File: src/rtl/logic_unit_seq_pkg.sv
`default_nettype none
// ============================================================================
// Module   : logic_unit_seq_pkg
// Brief    : Shared operation and FSM state encodings for logic_unit_seq.
// Revision : 1.0 - initial release
// ============================================================================
package logic_unit_seq_pkg;

    localparam logic [2:0] c_OP_NOT  = 3'b000;
    localparam logic [2:0] c_OP_AND  = 3'b001;
    localparam logic [2:0] c_OP_OR   = 3'b010;
    localparam logic [2:0] c_OP_XOR  = 3'b011;
    localparam logic [2:0] c_OP_NAND = 3'b100;
    localparam logic [2:0] c_OP_NOR  = 3'b101;
    localparam logic [2:0] c_OP_XNOR = 3'b110;
    localparam logic [2:0] c_OP_PASS = 3'b111;

    localparam logic [1:0] c_ST_IDLE = 2'd0;
    localparam logic [1:0] c_ST_RUN  = 2'd1;
    localparam logic [1:0] c_ST_DONE = 2'd2;

    typedef enum logic [1:0] {
        ST_IDLE = c_ST_IDLE,
        ST_RUN  = c_ST_RUN,
        ST_DONE = c_ST_DONE
    } state_e;

endpackage : logic_unit_seq_pkg
`default_nettype wire

File: src/rtl/logic_unit_seq_slice_logic.sv
`default_nettype none
// ============================================================================
// Module   : slice_logic
// Brief    : Combinational bitwise operation on one SLICE-wide operand slice.
// Revision : 1.0 - initial release
// ============================================================================
module slice_logic
    import logic_unit_seq_pkg::*;
#(
    parameter int SLICE = 8
) (
    input  logic [SLICE-1:0] a,
    input  logic [SLICE-1:0] b,
    input  logic [2:0]       op,
    output logic [SLICE-1:0] y
);

    always_comb begin
        y = '0;
        case (op)
            c_OP_NOT:  y = ~a;
            c_OP_AND:  y = a & b;
            c_OP_OR:   y = a | b;
            c_OP_XOR:  y = a ^ b;
            c_OP_NAND: y = ~(a & b);
            c_OP_NOR:  y = ~(a | b);
            c_OP_XNOR: y = ~(a ^ b);
            c_OP_PASS: y = a;
            default:   y = a;
        endcase
    end

endmodule : slice_logic
`default_nettype wire

File: src/rtl/logic_unit_seq.sv
`default_nettype none
// ============================================================================
// Module   : logic_unit_seq
// Brief    : Multi-cycle bitwise logic unit processing SLICE bits per clock.
// Revision : 1.0 - initial release
// ============================================================================
module logic_unit_seq
    import logic_unit_seq_pkg::*;
#(
    parameter int WIDTH = 32,
    parameter int SLICE = 8
) (
    input  logic             clock,
    input  logic             reset,
    input  logic             ctrl_start,
    input  logic [2:0]       ctrl_op,
    input  logic [WIDTH-1:0] data_operandA,
    input  logic [WIDTH-1:0] data_operandB,
    output logic [WIDTH-1:0] data_result,
    output logic             data_resultRDY,
    output logic             data_busy,
    output logic             data_isZero
);

    localparam int c_NUM_SLICES = WIDTH / SLICE;
    localparam int c_CNT_W      = (c_NUM_SLICES > 1) ? $clog2(c_NUM_SLICES) : 1;
    localparam int c_IDX_W      = $clog2(WIDTH);

    state_e             r_state_q,  w_state_d;
    logic [c_CNT_W-1:0] r_cnt_q,    w_cnt_d;
    logic [2:0]         r_op_q,     w_op_d;
    logic [WIDTH-1:0]   r_a_q,      w_a_d;
    logic [WIDTH-1:0]   r_b_q,      w_b_d;
    logic [WIDTH-1:0]   r_acc_q,    w_acc_d;
    logic [WIDTH-1:0]   r_result_q, w_result_d;

    logic [c_IDX_W-1:0] w_base;
    logic [SLICE-1:0]   w_a_slice;
    logic [SLICE-1:0]   w_b_slice;
    logic [SLICE-1:0]   w_y_slice;
    logic               w_last;

    // When SLICE == WIDTH the multiplier truncates to 0, which is the only valid base.
    always_comb begin
        w_base    = c_IDX_W'(r_cnt_q) * c_IDX_W'(SLICE);
        w_a_slice = r_a_q[w_base +: SLICE];
        w_b_slice = r_b_q[w_base +: SLICE];
        w_last    = (r_cnt_q == c_CNT_W'(c_NUM_SLICES - 1));
    end

    slice_logic #(
        .SLICE (SLICE)
    ) u_slice_logic (
        .a  (w_a_slice),
        .b  (w_b_slice),
        .op (r_op_q),
        .y  (w_y_slice)
    );

    always_comb begin
        w_state_d  = r_state_q;
        w_cnt_d    = r_cnt_q;
        w_op_d     = r_op_q;
        w_a_d      = r_a_q;
        w_b_d      = r_b_q;
        w_acc_d    = r_acc_q;
        w_result_d = r_result_q;
        case (r_state_q)
            ST_IDLE, ST_DONE: begin
                if (ctrl_start) begin
                    w_op_d    = ctrl_op;
                    w_a_d     = data_operandA;
                    w_b_d     = data_operandB;
                    w_cnt_d   = '0;
                    w_state_d = ST_RUN;
                end else begin
                    w_state_d = ST_IDLE;
                end
            end
            ST_RUN: begin
                w_acc_d[w_base +: SLICE] = w_y_slice;
                if (w_last) begin
                    // Result takes the accumulator including the slice written this edge.
                    w_cnt_d    = '0;
                    w_result_d = w_acc_d;
                    w_state_d  = ST_DONE;
                end else begin
                    w_cnt_d = r_cnt_q + c_CNT_W'(1);
                end
            end
            default: w_state_d = ST_IDLE;
        endcase
    end

    always_ff @(posedge clock) begin
        if (reset) begin
            r_state_q  <= ST_IDLE;
            r_cnt_q    <= '0;
            r_op_q     <= '0;
            r_a_q      <= '0;
            r_b_q      <= '0;
            r_acc_q    <= '0;
            r_result_q <= '0;
        end else begin
            r_state_q  <= w_state_d;
            r_cnt_q    <= w_cnt_d;
            r_op_q     <= w_op_d;
            r_a_q      <= w_a_d;
            r_b_q      <= w_b_d;
            r_acc_q    <= w_acc_d;
            r_result_q <= w_result_d;
        end
    end

    assign data_result    = r_result_q;
    assign data_resultRDY = (r_state_q == ST_DONE);
    assign data_busy      = (r_state_q == ST_RUN);
    assign data_isZero    = (r_result_q == '0);

endmodule : logic_unit_seq
`default_nettype wire
File: config.mk
export PLATFORM = sky130hd
export DESIGN_NAME = logic_unit_seq
export DESIGN_NICKNAME = d
export VERILOG_FILES = /design/src/rtl/logic_unit_seq_pkg.sv /design/src/rtl/logic_unit_seq_slice_logic.sv /design/src/rtl/logic_unit_seq.sv
export SDC_FILE = /design/constraint.sdc
export NUM_CORES = 1
export LEC_CHECK = 0
export BUFFER_PORTS_ARGS = -buffer_cell sky130_fd_sc_hd__buf_2
export CAP_MARGIN = 20
export CORE_MARGIN = 2
export CORE_UTILIZATION = 56
export DETAILED_ROUTE_END_ITERATION = 12
export PLACE_DENSITY = 0.8
export SLEW_MARGIN = 0
export SYNTH_ARGS = -nofsm -noshare
export SYNTH_HDL_FRONTEND = slang
export SYNTH_SLANG_ARGS = --single-unit
File: constraint.sdc
create_clock -name clock -period 5.6 [get_ports clock]
set_input_delay 1.68 -clock clock [delete_from_list [all_inputs] [get_ports clock]]
set_output_delay 1.68 -clock clock [all_outputs]
set_load 0.05 [all_outputs]
After elaboration in Yosys (flattened, before gate mapping)
Cells that the tools add are included.
{"block": "classes", "n_shift": 4, "n_bitwise": 7, "eq_ne": 12, "muxes": 8, "addsub": 2, "reduce_logical": 8}
{"op": "$pmux 8 s8", "n": 1}
{"op": "$shiftx 32x6->8", "n": 2}
{"op": "$bwmux 32", "n": 1}
{"op": "$logic_not 32->1", "n": 1}
{"op": "$not 8->8", "n": 4}
{"op": "$shift 8x7->32 const A", "n": 1}
{"op": "$shiftx 8x7->32", "n": 1}
{"op": "$eq 3x3->1 const B", "n": 4}
{"op": "$and 8x8->8", "n": 1}
{"op": "$or 8x8->8", "n": 1}
{"op": "$pmux 2 s2", "n": 2}
{"op": "$xor 8x8->8", "n": 1}
{"op": "$neg 5->7", "n": 1}
{"op": "$eq 3x2->1 const B", "n": 2}
{"op": "$mux 2", "n": 3}
{"op": "$reduce_and 2->1", "n": 3}
{"op": "$eq 2x2->1 const B", "n": 2}
{"op": "$eq 3x1->1 const B", "n": 1}
{"op": "$logic_not 3->1", "n": 1}
{"op": "$add 2x1->2 const B", "n": 1}
{"op": "$eq 2x1->1 const B", "n": 1}
{"op": "$logic_not 2->1", "n": 1}
{"op": "$ne 2x1->1 const B", "n": 1}
{"op": "$ne 2x2->1 const B", "n": 1}
{"op": "other kinds (3)", "n": 3}
{"block": "word_totals", "elab_cells": 48, "input_bits": 70, "regBits": 135}

Depth between registers and ports, before layout
Gate-level depths: netlist (run 1).
{"block": "logic_depth", "word_depth": 6, "depth_mapped": 11}

By module
Synthesis (run 1) repeated with hierarchy kept, for this count alone.
{"block": "hier_totals", "cells_unflattened": 747, "hier_area_um2": 6427.4}
{"module": "logic_unit_seq", "cells_each": 630, "area_per_inst_um2": 5572.8, "n_inst": 1}
{"module": "slice_logic", "cells_each": 117, "area_per_inst_um2": 854.6, "n_inst": 1}

Least setup slack after synthesis (run 1)
OpenSTA, ideal clock, no wires.
{"block": "synth_path", "path_type": "register -> output", "startpoint": "register r_result_q[24], in the netlist data_result[24]", "endpoint": "output port data_isZero", "required_ns": 3.920, "path_stages_with_launch": 4, "path_slack_ns": 2.348, "arrival_ns": 1.572, "path_buffers": 0, "path_cell_list": "dfxtp_1 nor4_1 nand4_1 nor2_1"}
{"block": "synth_between", "elab_chain_cells": 1}
{"item": "start: declaration", "line": "logic_unit_seq.sv:35", "source": "logic [WIDTH-1:0] r_result_q, w_result_d;"}
{"item": "start signal: assignment", "line": "logic_unit_seq.sv:111", "source": "r_result_q <= w_result_d;"}
{"item": "$logic_not 32->1", "line": "logic_unit_seq.sv:118", "source": "assign data_isZero = (r_result_q == '0);"}
{"item": "end: declaration", "line": "logic_unit_seq.sv:22", "source": "output logic data_isZero"}
No other way between the ends.

Worst setup path in the final report (run 1)
{"block": "layout_path", "startpoint": "register r_cnt_q[0]", "endpoint": "register r_acc_q[12]"}
{"block": "layout_between", "elab_chain_cells": 6}
{"item": "start: declaration", "line": "logic_unit_seq.sv:30", "source": "logic [c_CNT_W-1:0] r_cnt_q, w_cnt_d;"}
{"item": "start signal: assignment", "line": "logic_unit_seq.sv:106", "source": "r_cnt_q <= w_cnt_d;"}
{"item": "$shiftx 32x6->8 (on tied branches)", "line": "logic_unit_seq.sv:46, logic_unit_seq.sv:47"}
{"item": "$xor 8x8->8, or another cell as far along", "line": "logic_unit_seq_slice_logic.sv:24, logic_unit_seq_slice_logic.sv:27"}
{"item": "$not 8->8 (on tied branches)", "line": "logic_unit_seq_slice_logic.sv:27, logic_unit_seq_slice_logic.sv:25, logic_unit_seq_slice_logic.sv:26"}
{"item": "$pmux 8 s8", "line": "logic_unit_seq_slice_logic.sv:20", "source": "case (op)"}
{"item": "$shiftx 8x7->32", "line": "logic_unit_seq.sv:81", "source": "w_acc_d[w_base +: SLICE] = w_y_slice;"}
{"item": "$bwmux 32 (*)", "line": "logic_unit_seq.sv:81"}
{"item": "end signal: assignment", "line": "logic_unit_seq.sv:110", "source": "r_acc_q <= w_acc_d;"}
{"item": "end: declaration", "line": "logic_unit_seq.sv:34", "source": "logic [WIDTH-1:0] r_acc_q, w_acc_d;"}
Every way passes the cells marked *; elsewhere a longest branch is shown, timed or not.
A chain may end at the register's enable or synchronous reset.

==> results.toml, run 1 <==
[global_routing]
grt_overflow_total = 0
antenna_found_initial = 0
grt_start_max_net_pins = 112
grt.total_usage_pct = 29.0
grt_pass1_wl_mm = 29.1
grt_pass1_vias = 5514

[pwr]
p_per_area_mw_per_mm2 = 313
vdd_drop_max_uv = 226
leakagePower_nw = 3.12

[route]
drtPass1Iterations = 5
routed_wirelength_mm = 18.4
num_vias = 6088
wl_per_cell_um = 18.3
drtAntennaViolNets = 0
viasPerCell = 6.05
drtIter0Drc = 542
drc = 0

[run]
maxCapViolCount = 0

[die]
num_io_pins = 105
rows = 40
initial_core_util_pct = 56.8
dieWidth_um = 114
die_h_um = 114
coreArea_mm2 = 0.0119
die-area_mm2 = 0.0130

[timing]
finalSetupViolations = 0
drv_slew = 0
hold_viol = 0
fin_setup_tns_ns = 0
worst_pin_slew_ns = 1.16
rsz0062_at_grt = "false"
post-route-min-period_ns = 3.45
period_share_pct = 61.6
clock_skew_ns = 0.00768
relSlewSlack_pct = 22.4
fmax_ghz = 0.290

[critical_path]
r2r_slack_ns = 2.15
cp_num_buf_inv = 2
crit_type = "flop to flop"
r2r-start = "r_cnt_q[0]"
cpPeakStageDelay_ns = 1.00
cp_top_family = "simple AND/OR/NAND/NOR gates"
reg2reg_depth = 7
crit_fanout = 32
endpoint_kind = "flop"
crit_chain = "buf_4 -> inv_2 -> ha_1 -> nor2b_1 -> nand3_2 -> nor3_1 -> a22o_1"
worstSetupStartpointType = "flop"
cp.required_ns = 5.97
rr_endpoint = "r_acc_q[12]"
arrival_ns = 3.82
cp_slowest_cell = "dfxtp_2"

[synthesis]
synth_edf_count = 0
ys_top_cells_by_count = "nand2_1, dfxtp_1, a21oi_1, nor2_1, nand2b_1"
ys.flop_type = "dfxtp_1"
ys_seq_elements = 135
async_reset_ff_share_pct = 0
synth_area_leaders = "dfxtp_1, nand2_1, a21oi_1"
synth_top_area_cell = "dfxtp_1"
synth_warnings = 0
ys_seq_area_share_pct = 39.9
synthesis.area_per_instance_um2 = 8.77
yosysTopAreaCellShare_pct = 39.9
ys_types = 43
syn_area_mm2 = 0.00677
synth_cells = 772
syn-num-nets = 864
synth_most_common_cell = "nand2_1"

[final_layout]
fillers = 987
area_growth_syn_to_layout_pct = 16.3
fin_nets = 939
layout-drive-gt1-share_pct = 22.3
antennaDiodeCount = 0
seqCellArea_mm2 = 0.00270
stdcell_count = 1007
multiInputGateArea_mm2 = 0.00372

[min_path]
hold_path_class = "flop to flop"
whs_path_depth = 2
hold_end = "r_b_q[26]"
hp-start = "r_b_q[26]"

[clocking]
cts_tree = "yes"
cts-root-buf = "clkbuf_16"
clockBufferDepth = 2
cts_buffers = 17
cts.repair.resized = 0
cts.sinks = 135
htree_levels = 4
clkSlewWorstSetupHoldPaths_ns = 0.06
holdBufCountCts = 0
clk_latency_ns = 0.43
postCtsSetupRepairBufs = 0

[outcome]
outcome = "completed"

[place]
port_buffers = 104
place_congestion = 0.953
place_hpwl_mm = 12.9
dpl.cell_count = 972
==> cells in the final DEF (no fill, tap or decap), drive strengths merged, types with 8 or more instances in the layout <==
cell / netlist / final
a221oi: 14 / 14
mux2i: 17 / 17
nand2: 143 / 143
a311oi: 31 / 31
inv: 23 / 23
nand2b: 50 / 50
mux4: 15 / 15
dfxtp: 135 / 135
nor2: 64 / 64
and2: 11 / 11
nor4: 8 / 8
o21ai: 29 / 29
a22o: 32 / 32
buf: 22 / 110
ha: 22 / 22
o22ai: 8 / 8
clkbuf: 32 / 21
a21oi: 73 / 73
==> sequential cells by signal, summed over array words and instances, names as in the netlist <==
| register | cells |
|---|---|
| r_acc_q | 32 |
| r_a_q | 32 |
| data_result | 32 |
| r_b_q | 32 |
| r_state_q | 2 |
| r_op_q | 3 |
| r_cnt_q | 2 |
==> report_power, final <==
part,switching (mW),total (mW),internal (mW)
clock network,0.425,1.08,0.654
logic,0.207,0.345,0.138
registers,0.0423,1.04,0.998
total,0.674,2.46,1.79
==> routing by layer <==
metal | GRT usage, % | routed length, um
met2 | 45.9 | 8550
met3 | 5.42 | 1290
met1 | 37.2 | 7780
met4 | 17.1 | 799
met5 | 0 | 0
==> area by class of cell <==
type | count | area share, %
clock buffer | 21 | 6.10
clock inverter | 11 | 1.25
inverter | 23 | 1.10
multi-input combinational | 560 | 47.2
sequential | 135 | 34.3
tap | 147 | 2.34
timing repair buffer | 110 | 7.67
==> worst max path at each step <==
stage	start	end	slack (ns)	depth (start not counted)
after floorplan	data_result[24]	data_isZero	2.35	3
after global placement	reset	r_acc_q[1]	2.26	3
after detailed placement	reset	r_acc_q[22]	2.24	3
after CTS	data_result[31]	data_isZero	2.17	4
after global routing	r_cnt_q[0]	r_acc_q[12]	1.92	7
final	r_cnt_q[0]	r_acc_q[12]	2.15	7
==> cell families (layout without fill, tap and decap cells) <==
logic type               count (synthesis)  count (layout)  synth area share (%)
AO/OA/AOI/OAI                          207             207                  22.4
flip-flops                             135             135                  39.9
AND/OR/NAND/NOR                        299             299                  20.8
buffers and inverters                   77             165                  5.32
multiplexers                            32              32                  7.50
adder cells (fa/ha/maj)                 22              22                  4.07
==> worst min-delay path, stage by stage, from the launching register on <==
cell and delay, ns:
dfxtp_1 0.31, nand2_1 0.05, a21oi_1 0.05
==> stage by stage <==
step	instance area [um^2]	setup WS, ns	hold WS [ns]	power [mW]	utilization [%]
after global placement	7240	2.26	0.442	1.38	60.8
after CTS	7820	2.17	0.457	2.46	65.6
after detailed placement	7240	2.24	0.449	1.39	60.8
after floorplan	6770	2.35	0.433	1.29	-
after global routing	7880	1.92	0.482	2.55	66.1
final	7880	2.15	0.457	2.46	66.1
(Power assumes the default switching activity.)
==> run 2: changes to the inputs <==
clock period = 3.55 ns   (was 5.6 ns; I/O delays follow)
==> results.toml, run 2 (synthesis results as in run 1) <==
[final_layout]
final_common_cell = "nand2_1"
layout-drive-gt1-share_pct = 22.8
area_growth_syn_to_layout_pct = 17.2
fin_nets = 946
antennaDiodeCount = 0
fin_area_mm2 = 0.00793
stdcell_count = 1014
layout_common_cells = "nand2_1, dfxtp_1, buf_2"
final_util_pct = 66.6

[die]
die-area_mm2 = 0.0130
dieWidth_um = 114
die_h_um = 114
coreArea_mm2 = 0.0119
num_io_pins = 105
initial_core_util_pct = 56.8
rows = 40

[timing]
period_share_pct = 85.8
post-route-min-period_ns = 3.05
holdWs_ns = 0.454
finalSetupViolations = 0
hold_viol = 0
relSlewSlack_pct = 40.7
fmax_ghz = 0.328
worst_pin_slew_ns = 0.889
setup_slack_ns = 0.504
clock_skew_ns = 0.0125
rsz0062_at_grt = "false"
drv_slew = 0
fin_setup_tns_ns = 0

[global_routing]
grt_overflow_total = 0
antenna_found_initial = 0
grt_pass1_wl_mm = 29.8
grt_start_max_net_pins = 68
grt_pass1_vias = 5837
grt.total_usage_pct = 29.6

[clocking]
holdBufCountCts = 0
cts-root-buf = "clkbuf_16"
cts.sinks = 135
htree_levels = 4
clk_latency_ns = 0.43
cts_buffers = 17
clockBufferDepth = 2
postCtsSetupRepairBufs = 0
cts_tree = "yes"
cts.repair.resized = 0
clkSlewWorstSetupHoldPaths_ns = 0.06

[critical_path]
endpoint_kind = "flop"
cp_num_buf_inv = 2
crit_fanout = 22
worstSetupStartpointType = "flop"
crit_type = "flop to flop"
cpPeakStageDelay_ns = 0.90
crit_chain = "inv_1 -> mux2i_1 -> inv_1 -> ha_1 -> a221o_1 -> a211o_1 -> and2_4 -> a22o_1"
cp_top_family = "flip-flops"
arrival_ns = 3.38
cp_slowest_cell = "dfxtp_1"
cpMostUsedCell = "inv_1"
cp.required_ns = 3.88

[pwr]
vdd_drop_max_uv = 385
p_per_area_mw_per_mm2 = 503
power_mw = 3.99
leakagePower_nw = 3.17

[place]
port_buffers = 104
place_hpwl_mm = 13.5
placed_area_mm2 = 0.00733
dpl.cell_count = 982
place_congestion = 0.952
place_ws_ns = 0.546

[run]
maxCapViolCount = 0

[route]
drtPass1Iterations = 5
viasPerCell = 6.02
routed_wirelength_mm = 18.2
drtAntennaViolNets = 0
num_vias = 6101
drtIter0Drc = 560
drc = 0
wl_per_cell_um = 18.0

[min_path]
hold_path_class = "flop to flop"

[outcome]
outcome = "completed"
run 2: cell count changes in the layout (fill, tap and decap cells not counted), moves of 2 or more:
cell,change
clkinvlp_4,-4
clkbuf_8,-2
buf_4,+9
clkinv_4,+2
bufinv_16,+2
run 2: tightest hold or removal path, cell delays in order (launching register included):
cell	delay (ns)
dfxtp_1	0.30
nand2_1	0.05
a21oi_1	0.05
run 2: final cells by class:
| type | count | area, um^2 |
|---|---|---|
| Tap cell | 147 | 184 |
| Fill cell | 972 | 3980 |
| Clock buffer | 20 | 457 |
| Timing Repair Buffer | 117 | 633 |
| Sequential cell | 135 | 2700 |
| Inverter | 23 | 86.3 |
| Multi-Input combinational cell | 560 | 3720 |
| Clock inverter | 12 | 151 |
run 2: path summary, 6_finish.rpt:
check	slack (ns)	to	cells past startpoint	from
min	0.45	r_b_q[23]	2	r_b_q[23]
min reg2reg	0.45	r_b_q[23]	2	r_b_q[23]
max reg2reg	0.50	r_acc_q[30]	8	r_cnt_q[1]
max	0.50	r_acc_q[30]	8	r_cnt_q[1]
run 2: metal layers:
metal,wire length (um),track usage [%]
met3,1230,7.97
met5,0,0
met2,8270,46.0
met4,763,14.8
met1,7970,37.9
run 2: report_power, final:
part / switching [mW] / internal [mW]
Clock: 0.671 / 1.14
Combinational: 0.332 / 0.218
Sequential: 0.0560 / 1.57
Total: 1.06 / 2.93
==> run 3: changes to the inputs <==
CTS_BUF_LIST = sky130_fd_sc_hd__clkbuf_4 sky130_fd_sc_hd__clkbuf_8   (was default)
RECOVER_POWER = 50   (was default)
==> results.toml, run 3 (synthesis results as in run 1) <==
[global_routing]
grt.total_usage_pct = 29.1
antenna_found_initial = 0
grt_pass1_vias = 5815
grt_pass1_wl_mm = 29.5
grt_start_max_net_pins = 68
grt_overflow_total = 0

[timing]
fin_setup_tns_ns = 0
rsz0062_at_grt = "false"
relSlewSlack_pct = 10.4
period_share_pct = 86.2
finalSetupViolations = 0
fmax_ghz = 0.327
drv_slew = 0
post-route-min-period_ns = 3.06
worst_pin_slew_ns = 1.34
hold_viol = 0
clock_skew_ns = 0.0149

[min_path]
hold_path_class = "flop to flop"

[critical_path]
worstSetupStartpointType = "flop"
r2r_slack_ns = 0.49
arrival_ns = 3.42
crit_type = "flop to flop"
cp.required_ns = 3.91
endpoint_kind = "flop"
crit_fanout = 22

[clocking]
cts_tree = "yes"
clockBufferDepth = 2
cts-root-buf = "clkbuf_8"
htree_levels = 4
clkSlewWorstSetupHoldPaths_ns = 0.08
cts_buffers = 17
cts.sinks = 135
postCtsSetupRepairBufs = 0
clk_latency_ns = 0.46
cts.repair.resized = 0
holdBufCountCts = 0

[final_layout]
fin_area_mm2 = 0.00772
layout_common_cells = "nand2_1, dfxtp_1, buf_2"
area_growth_syn_to_layout_pct = 14.0
final_common_cell = "nand2_1"
stdcell_count = 1014
layout-drive-gt1-share_pct = 21.0
antennaDiodeCount = 0
fin_nets = 946

[pwr]
p_switching_uw = 989
p_per_area_mw_per_mm2 = 456
power_mw = 3.52
combPwrFrac_pct = 15.6
seq_power_share_pct = 46.3
internal_power_mw = 2.53
leakagePower_nw = 3.02
vdd_drop_max_uv = 311
p_sw_share_pct = 28.1
power.share.clock_pct = 38.1

[route]
drtIter0Drc = 542
viasPerCell = 6.02
wl_per_cell_um = 17.9
routed_wirelength_mm = 18.2
drtAntennaViolNets = 0
num_vias = 6105
drc = 0
drtPass1Iterations = 6

[place]
place_hpwl_mm = 13.5
dpl.cell_count = 982
place_congestion = 0.952
port_buffers = 104
placed_area_mm2 = 0.00733

[die]
die_h_um = 114
coreArea_mm2 = 0.0119
num_io_pins = 105
initial_core_util_pct = 56.8
die-area_mm2 = 0.0130
rows = 40
dieWidth_um = 114

[run]
maxCapViolCount = 0

[outcome]
outcome = "completed"
-- run 3: cell types whose count changed in the layout (fill, tap and decap cells not counted), moves of 2 or more --
cell / change
buf_2: -15
buf_4: -3
clkbuf_1: +15
clkbuf_16: -17
clkbuf_2: +2
clkbuf_8: +17
-- run 3: cell type report --
type	instances	area, um^2
well taps	147	184
repair buffers	117	606
multi-input cells	560	3720
fillers	1001	4200
clock inverters	12	151
flip-flops and latches	135	2700
inverters	23	86.3
clock buffers	20	269
-- run 3: stage by stage --
step	utilization (%)	worst slack, ns	hold WS [ns]
finish	64.8	0.490	0.456
global route	64.8	0.249	0.485
CTS	65.0	0.543	0.455
detailed placement	61.5	0.546	0.445
global placement	61.5	0.639	0.442
floorplan	-	0.690	0.433
-- run 3: final timing paths --
kind | start | endpoint | depth (start not counted)
setup / recovery | r_cnt_q[1] | r_acc_q[30] | 8
hold / removal | r_b_q[23] | r_b_q[23] | 2
setup reg to reg | r_cnt_q[1] | r_acc_q[30] | 8
hold reg to reg | r_b_q[23] | r_b_q[23] | 2
-- run 3: power groups by stage --
stage	logic, mW	registers, mW	clock network, mW
2_1_floorplan	0.405	1.64	0
3_3_place_gp	0.521	1.66	0
3_5_place_dp	0.540	1.66	0
4_1_cts	0.543	1.63	1.35
5_1_grt	0.601	1.64	1.42
6_report	0.548	1.63	1.34
-- run 3: worst max-delay path: stages, from the launching register on --
cell and delay (ns):
dfxtp_1 0.91, inv_1 0.27, mux2i_1 0.33, inv_1 0.08
ha_1 0.32, a221o_1 0.30, a211o_1 0.34, and2_4 0.18
a22o_1 0.22
-- run 3: per-layer routing --
| layer | part of all wire (%) | vias up | global-route usage [%] |
|---|---|---|---|
| met4 | 4.4 | 0 | 15.4 |
| met2 | 46 | 262 | 45.8 |
| li1 | - | 2923 | - |
| met1 | 43 | 2867 | 37.0 |
| met5 | 0 | - | 0 |
| met3 | 7.2 | 53 | 7.23 |
